`config.mk`:
```
export PLATFORM = sky130hd
export DESIGN_NAME = vecmac_accum
export DESIGN_NICKNAME = d
export VERILOG_FILES = /design/src/rtl/vecmac_accum.sv
export SDC_FILE = /design/constraint.sdc
export NUM_CORES = 1
export LEC_CHECK = 0
export BUFFER_PORTS_ARGS = -buffer_cell sky130_fd_sc_hd__buf_2
export CAP_MARGIN = 5
export CORE_MARGIN = 1.5
export CORE_UTILIZATION = 38
export DETAILED_ROUTE_END_ITERATION = 12
export GPL_ROUTABILITY_DRIVEN = 1
export PLACE_DENSITY = 0.64
export SETUP_SLACK_MARGIN = 0.2
export SLEW_MARGIN = 15
export SYNTH_ARGS = -nofsm -noshare
export SYNTH_HDL_FRONTEND = slang
export SYNTH_SLANG_ARGS = --single-unit
```
`constraint.sdc`:
```
create_clock -name clk -period 3.5 [get_ports clk]
set_input_delay 0.525 -clock clk [delete_from_list [all_inputs] [get_ports clk]]
set_output_delay 0.525 -clock clk [all_outputs]
set_load 0.01 [all_outputs]
```
`src/rtl/vecmac_accum.sv`:
```
// vecmac_accum: reduces the four unsigned 16-bit lane products of each beat
// to one sum and accumulates a programmed number of beats into a saturating
// dot-product result, handed downstream through a valid/ready handshake.
module vecmac_accum #(
    parameter int ACC_W = 32,
    parameter int LEN_W = 8
) (
    input  logic             clk,
    input  logic             rst_n,
    input  logic             start,
    input  logic [LEN_W-1:0] cfg_len,
    input  logic             in_valid,
    input  logic [63:0]      in_product,
    output logic             in_ready,
    output logic             out_valid,
    input  logic             out_ready,
    output logic [ACC_W-1:0] out_acc,
    output logic             out_ovf,
    output logic             busy
);

    typedef enum logic [1:0] {
        S_IDLE = 2'd0,
        S_ACC  = 2'd1,
        S_DONE = 2'd2
    } state_t;

    localparam logic [LEN_W-1:0] CNT_ONE  = LEN_W'(1);
    localparam logic [LEN_W-1:0] CNT_ZERO = '0;

    state_t           state_q,   state_d;
    logic [ACC_W-1:0] acc_q,     acc_d;
    logic             ovf_q,     ovf_d;
    logic [LEN_W-1:0] cnt_q,     cnt_d;
    logic [ACC_W-1:0] out_acc_q, out_acc_d;
    logic             out_ovf_q, out_ovf_d;

    logic [17:0]      beat_sum_s;
    logic [ACC_W:0]   acc_sum_s;
    logic [ACC_W-1:0] acc_sat_s;
    logic             ovf_new_s;
    logic             job_start_s;

    // Lane reduction, widened add with carry-out, and saturation of the running sum.
    always_comb begin
        beat_sum_s = {2'b00, in_product[15:0]}  + {2'b00, in_product[31:16]}
                   + {2'b00, in_product[47:32]} + {2'b00, in_product[63:48]};
        acc_sum_s  = {1'b0, acc_q} + {{(ACC_W-17){1'b0}}, beat_sum_s};
        if (acc_sum_s[ACC_W]) begin
            acc_sat_s = '1;
        end else begin
            acc_sat_s = acc_sum_s[ACC_W-1:0];
        end
        ovf_new_s   = ovf_q | acc_sum_s[ACC_W];
        // A new job may begin from IDLE or on the DONE handshake cycle (back-to-back).
        job_start_s = start && ((state_q == S_IDLE) ||
                                ((state_q == S_DONE) && out_ready));
    end

    // Next-state logic for the job FSM and its datapath registers.
    always_comb begin
        state_d   = state_q;
        acc_d     = acc_q;
        ovf_d     = ovf_q;
        cnt_d     = cnt_q;
        out_acc_d = out_acc_q;
        out_ovf_d = out_ovf_q;
        case (state_q)
            S_IDLE: begin
                state_d = S_IDLE;
            end
            S_ACC: begin
                if (in_valid) begin
                    acc_d = acc_sat_s;
                    ovf_d = ovf_new_s;
                    cnt_d = cnt_q - CNT_ONE;
                    if (cnt_q == CNT_ONE) begin
                        state_d   = S_DONE;
                        out_acc_d = acc_sat_s;
                        out_ovf_d = ovf_new_s;
                    end else begin
                        state_d = S_ACC;
                    end
                end else begin
                    state_d = S_ACC;
                end
            end
            S_DONE: begin
                if (out_ready) begin
                    state_d = S_IDLE;
                end else begin
                    state_d = S_DONE;
                end
            end
            default: begin
                state_d = S_IDLE;
            end
        endcase
        // Accepted start overrides the above: latch length, clear accumulator.
        if (job_start_s) begin
            cnt_d = cfg_len;
            acc_d = '0;
            ovf_d = 1'b0;
            if (cfg_len != CNT_ZERO) begin
                state_d = S_ACC;
            end else begin
                state_d   = S_DONE;
                out_acc_d = '0;
                out_ovf_d = 1'b0;
            end
        end else begin
            cnt_d = cnt_d;
        end
    end

    // State and datapath registers; async reset aborts any job in flight.
    always_ff @(posedge clk or negedge rst_n) begin
        if (!rst_n) begin
            state_q   <= S_IDLE;
            acc_q     <= '0;
            ovf_q     <= 1'b0;
            cnt_q     <= '0;
            out_acc_q <= '0;
            out_ovf_q <= 1'b0;
        end else begin
            state_q   <= state_d;
            acc_q     <= acc_d;
            ovf_q     <= ovf_d;
            cnt_q     <= cnt_d;
            out_acc_q <= out_acc_d;
            out_ovf_q <= out_ovf_d;
        end
    end

    assign in_ready  = (state_q == S_ACC);
    assign out_valid = (state_q == S_DONE);
    assign busy      = (state_q != S_IDLE);
    assign out_acc   = out_acc_q;
    assign out_ovf   = out_ovf_q;

endmodule

```
After elaboration in Yosys (flattened, before gate mapping)
Cells that the tools add are included.
W data, S select, Z words.
{ "classes": {"bitwise": 1, "reduce_logical": 9, "n_addsub": 5, "mux": 26, "n_eq_ne": 3} }
{ "op_table": {"columns": ["op", "count"], "rows": [
  ["$mux W32", 9],
  ["$add A32 B18 Y33", 1],
  ["$mux W8", 3],
  ["$add A17 B16 Y18", 1],
  ["$add A18 B16 Y18", 1],
  ["$add A16 B16 Y17", 1],
  ["$mux W2", 5],
  ["$eq A8 B1 Y1 const B", 1],
  ["$mux W1", 8],
  ["$reduce_bool A8 Y1", 1],
  ["$sub A8 B1 Y8 const B", 1],
  ["$reduce_bool A2 Y1", 3],
  ["$pmux W2 S2", 1],
  ["$eq A2 B1 Y1 const B", 1],
  ["$eq A2 B2 Y1 const B", 1],
  ["$logic_and A1 B1 Y1", 2],
  ["$logic_not A2 Y1", 1],
  ["$reduce_and A2 Y1", 1],
  ["$logic_or A1 B1 Y1", 1],
  ["$or A1 B1 Y1", 1]
]} }
{ "totals": {"ff_bits": 76, "out_inout_bits": 36, "word_cells": 50, "input_bits": 77} }

Logic depth before layout (Yosys ltp)
Gate-level depths: netlist (run 1).
{ "logic_depth": {"depth_word": 10, "depth_mapped": 17} }

Worst setup path before layout (run 1)
OpenSTA, ideal clock, no wires.
{ "synth_path": {"path_type": "input -> register", "from": "input in_product[4]", "to": "register acc_q[21]", "arrival_ps": 4045, "setup_slack_ps": -664, "required_time_ps": 3381, "cell_stages": 16, "cell_sequence": "inv_1 > fa_1 > inv_1 > fa_1 > inv_1 > fa_1 > inv_1 > ha_1 > and2_4 > a221oi_4 > a211oi_2 > o31a_2 > nor2_4 > buf_4 > a31oi_1 > o21a_1"} }
{ "synth_between": {"elab_chain_len": 8} }
{ "synth_rtl": {"columns": ["item", "line", "rtl"], "rows": [
  ["start: declaration", "13", "input logic [63:0] in_product,"],
  ["$add A16 B16 Y17", "46", "beat_sum_s = {2'b00, in_product[15:0]} + {2'b00, in_product[31:16]}"],
  ["$add A17 B16 Y18", "47", "+ {2'b00, in_product[47:32]} + {2'b00, in_product[63:48]};"],
  ["$add A18 B16 Y18", "47", null],
  ["$add A32 B18 Y33", "48", "acc_sum_s = {1'b0, acc_q} + {{(ACC_W-17){1'b0}}, beat_sum_s};"],
  ["$mux W32", "49", "if (acc_sum_s[ACC_W]) begin"],
  ["$mux W32", "73", "if (in_valid) begin"],
  ["$mux W32", "68", "case (state_q)"],
  ["$mux W32", "100", "if (job_start_s) begin"],
  ["end signal: assignment", "120", "acc_q <= '0;"],
  ["end signal: assignment", "127", "acc_q <= acc_d;"],
  ["end: declaration", "32", "logic [ACC_W-1:0] acc_q, acc_d;"]
]} }
No other way between the ends. The select of a mux whose other input is x is not followed.
A chain may end at the register's enable or synchronous reset.

Worst setup path after layout (run 1)
{ "layout_path": {"from": "input in_product[9]", "to": "register acc_q[28]"} }
The elaborated chain is that of the path after synthesis.

==> results of run 1 <==
-- repair_timing --
| item | in CTS | in global routing |
|---|---|---|
| gates cloned | 1 | 0 |
| endpoints found under the setup margin | 66 | 66 |
| buffers inserted | 22 | 10 |
| resized for setup | 92 | 77 |
| endpoints found under the hold margin | 0 | 0 |
| pin swaps | 55 | 55 |
-- power breakdown --
group          internal (mW)  switching [mW]  leakage [nW]
Sequential              1.16           0.216          1.01
Clock                  0.578           0.378         0.147
Combinational           3.06            3.26          3.13
-- layout make-up --
type | count | area, sq um | share of cell area
Clock inverter | 4 | 56.3 | 0.00619
Inverter | 147 | 579 | 0.0637
Clock buffer | 12 | 246 | 0.0271
Multi-Input combinational cell | 449 | 4460 | 0.491
Timing Repair Buffer | 222 | 1580 | 0.174
Tap cell | 216 | 270 | 0.0297
Sequential cell | 76 | 1900 | 0.209
-- cells by family (layout without fill, tap and decap cells) --
group / count (synthesis) / in the layout / share of synthesized area
xor gates and xnor gates: 29 / 29 / 0.0408
and+or+nand+nor: 159 / 160 / 0.131
AOI/OAI and AO/OA: 185 / 185 / 0.204
buffers and inverters: 179 / 385 / 0.112
DFF: 76 / 76 / 0.305
adders and majority gates: 75 / 75 / 0.207
-- registers in the layout, indices dropped and copies added, names as in the netlist --
name     flops
ovf_q        1
state_q      2
out_acc     32
out_ovf      1
cnt_q        8
acc_q       32
-- worst max-delay path: stages --
cell and delay (ns):
buf_4 0.11, inv_8 0.03, fa_1 0.52, inv_1 0.05
fa_1 0.50, inv_1 0.05, fa_1 0.47, inv_1 0.06
ha_4 0.29, buf_4 0.15, nand4_1 0.10, o22ai_1 0.21
nand3b_1 0.21, o211ai_2 0.13, a21oi_2 0.26, buf_4 0.19
nand4_1 0.10, nor3b_1 0.18
-- cell usage after synthesis (9+ instances only) --
| cell | n |
|---|---|
| a211oi_1 | 23 |
| a21oi_1 | 53 |
| a31oi_1 | 11 |
| and3_1 | 9 |
| clkbuf_1 | 17 |
| dfrtp_1 | 76 |
| fa_1 | 47 |
| ha_1 | 28 |
| inv_1 | 147 |
| nand2_1 | 38 |
| nor2_1 | 48 |
| nor3_1 | 9 |
| o21ai_0 | 46 |
| xnor2_1 | 21 |
-- routing by layer --
layer	part of all wire	global-route usage	vias up	wire (um)
li1	-	-	2735	-
met1	0.44	0.263	2759	7400
met2	0.50	0.346	143	8310
met3	0.048	0.0333	23	796
met4	0.014	0.0394	0	228
met5	0	0	-	0
-- stage by stage --
stage / power [mW] / TNS, ns
2_1_floorplan: 4.61 / -27.64
3_3_place_gp: 6.47 / -48.72
3_5_place_dp: 6.54 / -50.37
4_1_cts: 8.27 / -22.01
5_1_grt: 9.32 / -30.07
6_report: 8.65 / -21.76
-- how the worst max path moves through the flow --
stage	startpoint	end	slack [ns]
2_1_floorplan	in_product[9]	acc_q[21]$_DFFE_PN0P_	-0.56
3_3_place_gp	in_product[1]	acc_q[31]$_DFFE_PN0P_	-0.88
3_5_place_dp	in_product[12]	out_acc[12]$_DFF_PN0_	-0.91
4_1_cts	in_product[36]	acc_q[20]$_DFFE_PN0P_	-0.42
5_1_grt	in_product[36]	out_acc[28]$_DFF_PN0_	-0.58
6_report	in_product[9]	acc_q[28]$_DFFE_PN0P_	-0.44
==> flow_summary.yaml, run 1 <==
outcome:
  status: "finished with violations"
  violations: "negative setup slack"
clocking:
  h-tree-depth: 3
  ctsLongestPathBuffers: 2
  cts_made_buffers: 9
  clk_latency_ns: 0.34
  cts_hold_buf: 0
  cts-root-buf: "clkbuf_16"
  cts_tree: "built"
  clock-sinks: 76
  clkTransAtPathRegs_ns: 0.06
critical_path:
  reg2reg_from: "acc_q[1]$_DFFE_PN0P_"
  crit_fanout: 7
  cp-start-kind: "input pin"
  path_class: "in2reg"
  worst_ep_required_time_ns: 3.70
  end_kind: "register"
  critPathArrivalTime_ns: 4.14
  rrSetupSlack_ns: 0.42
  r2r_end: "out_acc[31]$_DFF_PN0_"
  worstRegToRegCells: 14
layout:
  syn2layout_area_growth_pct: 46.0
  fin_area_sq_um: 9100
  drive_above_1_share: 0.446
  final_nets: 1057
  fin_util: 0.571
  n_antenna_cell: 0
  final_common_cell: "inv_1"
  final_cell_mix: "inv_1 (121), buf_2 (105), buf_4 (79)"
  fin_cells: 1126
  nFillCells: 1399
drt:
  viasPerCell: 5.03
  drt_wl_total_mm: 16.7
  drt_first_iter_violations: 281
  wire_per_inst_um: 14.9
  ant_nets: 0
  firstDrtPassIters: 5
  route.detailed.drc: 0
  vias: 5660
placement:
  port_buffers: 112
  post-place-ws_ns: -0.908
  dp.cells: 1077
  dp_hpwl_mm: 12.0
  post_dp_cell_area_sq_um: 7800
  gp_congestion: 0.852
die:
  die_area_sq_um: 17200
  start_util: 0.391
  rows: 46
  core_area_sq_um: 15900
  die_x_um: 131
  io_pins: 113
  die_h_um: 131
sta:
  relSlewSlack: 0.462
  timing.hold.ws_ns: 0.196
  timing_max_transition_violations_final: 0
  final.setup_skew_ns: 0.0120
  finalSetupViolations: 66
  hold_violations: 0
  rsz0062_at_grt: "true"
  period_share: 1.13
  fmaxAchievable_mhz: 254
  setup_slack_ns: -0.441
  period_needed_ns: 3.94
  worst_slew_pin_slew_ns: 0.804
synthesis:
  async_reset_ff_frac: 1.00
  syn_inst: 703
  synth_top_area_share: 0.305
  synth-seq-area-share: 0.305
  ys_types: 69
  synth_fp_nets: 855
  yosys.area.top_type: "dfrtp_1"
  synth_ff_type: "dfrtp_1"
  synth_edf_count: 0
  synth_area_leaders: "dfrtp_1 (31%), fa_1 (15%), inv_1 (8.9%)"
  syn_area_sq_um: 6230
  ys_seq_elements: 76
  yosysWarnings: 0
  avgSynthCellArea_sq_um: 8.87
global_route:
  grt_pass1_wl_mm: 26.8
  antenna_found_initial: 0
  grt_use_total: 0.199
  grt_pass1_vias: 5609
  grt_max_degree: 48
  grt_overflow: 0
power_and_ir_drop:
  p_leak_nw: 4.29
  p_per_area_nw_per_um2: 951
  ir_worst_vdd_uv: 497
job:
  drv_cap: 0
worst_hold_path:
  hold_path.class: "in2async"
Power figures use the tool's default switching activity.
==> run 2, diff against run 1 <==
--- a/config.mk
+++ b/config.mk
@@ -11,7 +11,6 @@
 export CORE_UTILIZATION = 38
 export DETAILED_ROUTE_END_ITERATION = 12
 export GPL_ROUTABILITY_DRIVEN = 1
-export PLACE_DENSITY = 0.64
 export SETUP_SLACK_MARGIN = 0.2
 export SLEW_MARGIN = 15
 export SYNTH_ARGS = -nofsm -noshare
==> flow_summary.yaml, run 2 (same netlist as run 1, synthesis figures left out) <==
drt:
  ant_nets: 0
  vias: 5546
  route.detailed.drc: 0
  wire_per_inst_um: 14.5
  viasPerCell: 4.97
  drt_first_iter_violations: 279
  drt_wl_total_mm: 16.2
  firstDrtPassIters: 5
critical_path:
  end_kind: "register"
  crit_path_top_delay_cell: "fa_1"
  cp_top_family: "adder cells"
  path_cells: "buf_6 -> inv_2 -> fa_1 -> inv_2 -> fa_1 -> inv_2 -> fa_1 -> inv_2 -> ha_4 -> and2_4 -> buf_12 -> nand3_4 -> a211oi_4 -> o211ai_2 -> buf_6 -> a211oi_4 -> xnor2_2 -> a21oi_2"
  cp-start-kind: "input pin"
  cp_num_cells: 18
  crit_buf_inv: 7
  path_class: "in2reg"
  max_stage_delay_ns: 0.54
  cp_common_cell: "inv_2"
  worst_ep_required_time_ns: 3.73
  worstRegToRegCells: 11
  critPathArrivalTime_ns: 4.13
  crit_fanout: 3
die:
  start_util: 0.391
  core_area_sq_um: 15900
  die_area_sq_um: 17200
  die_x_um: 131
  rows: 46
  die_h_um: 131
  io_pins: 113
global_route:
  grt_pass1_wl_mm: 26.3
  grt_overflow: 0
  busiest_layer: "met2"
  antenna_found_initial: 0
  grt_use_total: 0.196
  grt_pass1_vias: 5385
  gr-usage-met1: 0.273
  use_met2: 0.320
  grt_max_degree: 77
  met3_usage: 0.0239
layout:
  final_nets: 1046
  syn2layout_area_growth_pct: 45.6
  final_cell_mix: "inv_1 (129), buf_2 (103), dfrtp_1 (76), buf_4 (76), fa_1 (45)"
  final_common_cell: "inv_1"
  drive_above_1_share: 0.438
  n_antenna_cell: 0
  fin_util: 0.569
outcome:
  violations: "negative setup slack"
  status: "finished with violations"
power_and_ir_drop:
  power_mw: 8.89
  p_per_area_nw_per_um2: 979
  ir_worst_vdd_uv: 555
  p_leak_nw: 4.24
sta:
  fmaxAchievable_mhz: 256
  finalSetupViolations: 66
  setup_slack_ns: -0.400
  period_needed_ns: 3.90
  hold_violations: 0
  worst_slew_pin_slew_ns: 1.03
  period_share: 1.11
  rsz0062_at_grt: "true"
  relSlewSlack: 0.316
  timing_max_transition_violations_final: 0
  final.setup_skew_ns: 0.00824
clocking:
  cts-root-buf: "clkbuf_16"
  clock-sinks: 76
  h-tree-depth: 3
  cts_hold_buf: 0
  ctsLongestPathBuffers: 2
  cts_tree: "built"
  clk_latency_ns: 0.35
  clkTransAtPathRegs_ns: 0.06
  cts_made_buffers: 9
placement:
  dp_hpwl_mm: 11.4
  gp_congestion: 0.831
  post-place-ws_ns: -0.896
  port_buffers: 112
worst_hold_path:
  hold_path.class: "in2async"
job:
  drv_cap: 0
[run 2: metrics by stage]
stage               cells  hold slack, ns  TNS (ns)  instance area [sq um]
floorplan             703           0.229    -27.64                   6520
global placement     1074           0.487    -49.49                   7770
detailed placement   1074           0.499    -50.24                   7770
CTS                  1103           0.393    -21.80                   8650
global route         1115           0.405    -30.85                   9080
finish               1115           0.341    -20.41                   9080
[run 2: what timing repair did]
| item | CTS | global route |
|---|---|---|
| pin swaps | 66 | 50 |
| gates resized for setup | 91 | 74 |
| endpoints found under the setup margin | 66 | 66 |
| setup buffers | 13 | 12 |
[run 2: where the power goes]
part | leakage [nW] | internal (mW) | switching (mW) | total, mW
registers | 1.01 | 1.16 | 0.198 | 1.36
clock network | 0.152 | 0.647 | 0.403 | 1.05
logic | 3.08 | 3.15 | 3.33 | 6.48
total | 4.24 | 4.96 | 3.93 | 8.89
[run 2: path summary, 6_finish.rpt]
path                                       startpoint                     to  slack, ns
max in group asynchronous                       rst_n  out_acc[14]$_DFF_PN0_       2.49
worst max register to register  acc_q[16]$_DFFE_PN0P_  acc_q[11]$_DFFE_PN0P_       0.47
worst max-delay path                   in_product[36]  out_acc[26]$_DFF_PN0_      -0.40
worst min register to register  out_acc[28]$_DFF_PN0_  out_acc[28]$_DFF_PN0_       0.53
worst min-delay path                            rst_n   cnt_q[3]$_DFFE_PN0P_       0.34
min in group clk                           cfg_len[3]   cnt_q[3]$_DFFE_PN0P_       0.40
[run 2: per-layer routing]
layer,routed length (um),share of wire
met5,0,0
met4,296,0.018
met3,594,0.037
met2,7560,0.47
met1,7700,0.48
[run 2: cell type report]
cell class | count | area, sq um
Timing Repair Buffer | 212 | 1500
Tap cell | 216 | 270
Clock inverter | 5 | 83.8
Clock buffer | 11 | 243
Fill cell | 1421 | 6870
Inverter | 147 | 579
Sequential cell | 76 | 1900
Multi-Input combinational cell | 448 | 4500
==> run 3, diff against run 2 <==
--- a/config.mk
+++ b/config.mk
@@ -5,12 +5,14 @@
 export SDC_FILE = /design/constraint.sdc
 export NUM_CORES = 1
 export LEC_CHECK = 0
+export ABC_AREA = 1
 export BUFFER_PORTS_ARGS = -buffer_cell sky130_fd_sc_hd__buf_2
 export CAP_MARGIN = 5
 export CORE_MARGIN = 1.5
 export CORE_UTILIZATION = 38
 export DETAILED_ROUTE_END_ITERATION = 12
 export GPL_ROUTABILITY_DRIVEN = 1
+export REMOVE_ABC_BUFFERS = 1
 export SETUP_SLACK_MARGIN = 0.2
 export SLEW_MARGIN = 15
 export SYNTH_ARGS = -nofsm -noshare
==> flow_summary.yaml, run 3 <==
drt:
  drt_wl_total_mm: 19.7
  firstDrtPassIters: 4
  wire_per_inst_um: 14.3
  route.detailed.drc: 0
  drt_first_iter_violations: 308
  ant_nets: 0
  viasPerCell: 4.71
  vias: 6484
synthesis:
  synthTopCellsByCount: "inv_1 (254), nand2_1 (236), nor2_1 (78)"
  syn_inst: 940
  syn_area_sq_um: 6630
  post-synth-top-count-cell: "inv_1"
  synth-seq-area-share: 0.287
  synth_ff_type: "dfrtp_1"
  ys_seq_elements: 76
  async_reset_ff_frac: 1.00
  avgSynthCellArea_sq_um: 7.05
  synth_area_leaders: "dfrtp_1 (29%), inv_1 (14%), fa_1 (14%)"
  synth_top_area_share: 0.287
  yosys.area.top_type: "dfrtp_1"
  ys_types: 32
  yosysWarnings: 0
  synth_edf_count: 0
critical_path:
  crit_fanout: 5
  worst_ep_required_time_ns: 3.73
  worstRegToRegCells: 12
  end_kind: "register"
  path_class: "in2reg"
  cp-start-kind: "input pin"
  critPathArrivalTime_ns: 3.73
layout:
  fin_cells: 1377
  syn2layout_area_growth_pct: 49.7
  drive_above_1_share: 0.445
  final_cell_mix: "inv_1 (193), nand2_1 (142), buf_2 (98)"
  n_antenna_cell: 0
  final_nets: 1299
  final_common_cell: "inv_1"
global_route:
  grt_max_degree: 52
  gr-usage-met1: 0.274
  grt_use_total: 0.215
  grt_pass1_wl_mm: 30.9
  busiest_layer: "met2"
  grt_overflow: 0
  met3_usage: 0.0233
  grt_pass1_vias: 6565
  use_met2: 0.382
  antenna_found_initial: 0
clocking:
  h-tree-depth: 3
  cts_made_buffers: 9
  cts-root-buf: "clkbuf_16"
  clock-sinks: 76
  cts_tree: "built"
  ctsLongestPathBuffers: 2
  clkTransAtPathRegs_ns: 0.07
  cts_hold_buf: 0
  clk_latency_ns: 0.35
sta:
  period_share: 1.00
  hold_violations: 0
  finalSetupViolations: 0
  relSlewSlack: 0.282
  rsz0062_at_grt: "true"
  setup_tns_ns: 0
  period_needed_ns: 3.50
  final.setup_skew_ns: 0.0108
  worst_slew_pin_slew_ns: 1.07
  timing_max_transition_violations_final: 0
  fmaxAchievable_mhz: 286
die:
  die_x_um: 135
  io_pins: 113
  die_h_um: 135
  rows: 48
  start_util: 0.386
  core_area_sq_um: 17200
  die_area_sq_um: 18200
outcome:
  status: "finished clean"
power_and_ir_drop:
  p_per_area_nw_per_um2: 882
  ir_worst_vdd_uv: 434
  p_leak_nw: 5.36
placement:
  gp_congestion: 0.897
  port_buffers: 112
  dp.cells: 1327
  dp_hpwl_mm: 13.5
job:
  drv_cap: 0
worst_hold_path:
  hold_path.class: "in2async"
==> run 3: changes by cell type after synthesis, moves of 9 or more <==
cell / previous run / this run
a21oi_1: 53 / 24
inv_1: 147 / 254
o21a_1: 5 / 18
o22ai_1: 1 / 13
a211oi_1: 23 / 0
nand3_1: 8 / 46
and3_1: 9 / 0
xnor2_1: 21 / 4
a31oi_1: 11 / 1
nand2_1: 38 / 236
nor2_1: 48 / 78
==> run 3: through the flow <==
step	hold WS [ns]	power (mW)	setup slack, ns	area [sq um]	util
after floorplan	0.229	3.70	-0.251	6540	-
after global placement	0.481	5.15	-0.569	7900	0.460
after detailed placement	0.482	5.17	-0.624	7900	0.460
after CTS	0.249	7.63	0.0357	9180	0.535
after global routing	0.280	9.36	-0.126	9920	0.578
final	0.223	8.75	0.000403	9920	0.578
==> run 3: worst max-delay path, stage by stage <==
cell     delay (ns)
buf_6          0.07
inv_4          0.03
fa_2           0.59
fa_1           0.45
fa_1           0.48
inv_2          0.08
ha_4           0.14
inv_2          0.03
fa_2           0.34
inv_2          0.09
nand3_4        0.08
nand2_4        0.10
nand2_2        0.06
nand2_2        0.08
nand2_2        0.08
nand2_4        0.13
nand2_4        0.07
nand3_2        0.06
nand3_2        0.09
nor2_1         0.09
nor2_1         0.05
==> run 3: layer usage <==
metal	share of wire	vias to the layer above	wire, um
li1	-	3224	-
met1	0.44	3101	8590
met2	0.50	122	9920
met3	0.036	37	706
met4	0.026	0	505
met5	0	-	0
==> run 3: what timing repair did <==
item / in CTS / in global routing
endpoints found under the setup margin: 66 / 66
pin swaps: 102 / 67
setup buffers: 17 / 14
cloned: 0 / 3
gates resized for setup: 225 / 179
==> run 3: final timing paths <==
check / from / end / slack [ns]
max in group asynchronous: rst_n / out_acc[16]$_DFF_PN0_ / 2.59
max: in_product[1] / out_acc[23]$_DFF_PN0_ / 0.0004
min: rst_n / acc_q[3]$_DFFE_PN0P_ / 0.22
min reg2reg: acc_q[16]$_DFFE_PN0P_ / acc_q[16]$_DFFE_PN0P_ / 0.50
max reg2reg: state_q[0]$_DFF_PN0_ / out_acc[2]$_DFF_PN0_ / 0.54
min in group clk: cfg_len[1] / cnt_q[1]$_DFFE_PN0P_ / 0.41
==> run 3: layout make-up <==
class	instances	area, sq um
Tap cell	225	282
Fill cell	1566	7260
Clock buffer	10	229
Timing Repair Buffer	211	1470
Sequential cell	76	1900
Timing Repair inverter	2	22.5
Inverter	255	991
Clock inverter	6	65.1
Multi-Input combinational cell	592	4960
==> run 3: cell families after synthesis <==
kind of cell / after synthesis / synth area share
DFF: 76 / 0.287
adders and majority gates: 75 / 0.195
xor gates and xnor gates: 19 / 0.0251
and+or+nand+nor: 389 / 0.241
buffers and inverters: 273 / 0.158
AOI/OAI and AO/OA: 108 / 0.0940
==> run 3: where the power goes <==
part           switching, mW  total [mW]  internal, mW
clock                  0.399       0.952         0.553
combinational           3.56        6.56          3.00
sequential             0.129        1.23          1.11
total                   4.09        8.75          4.66
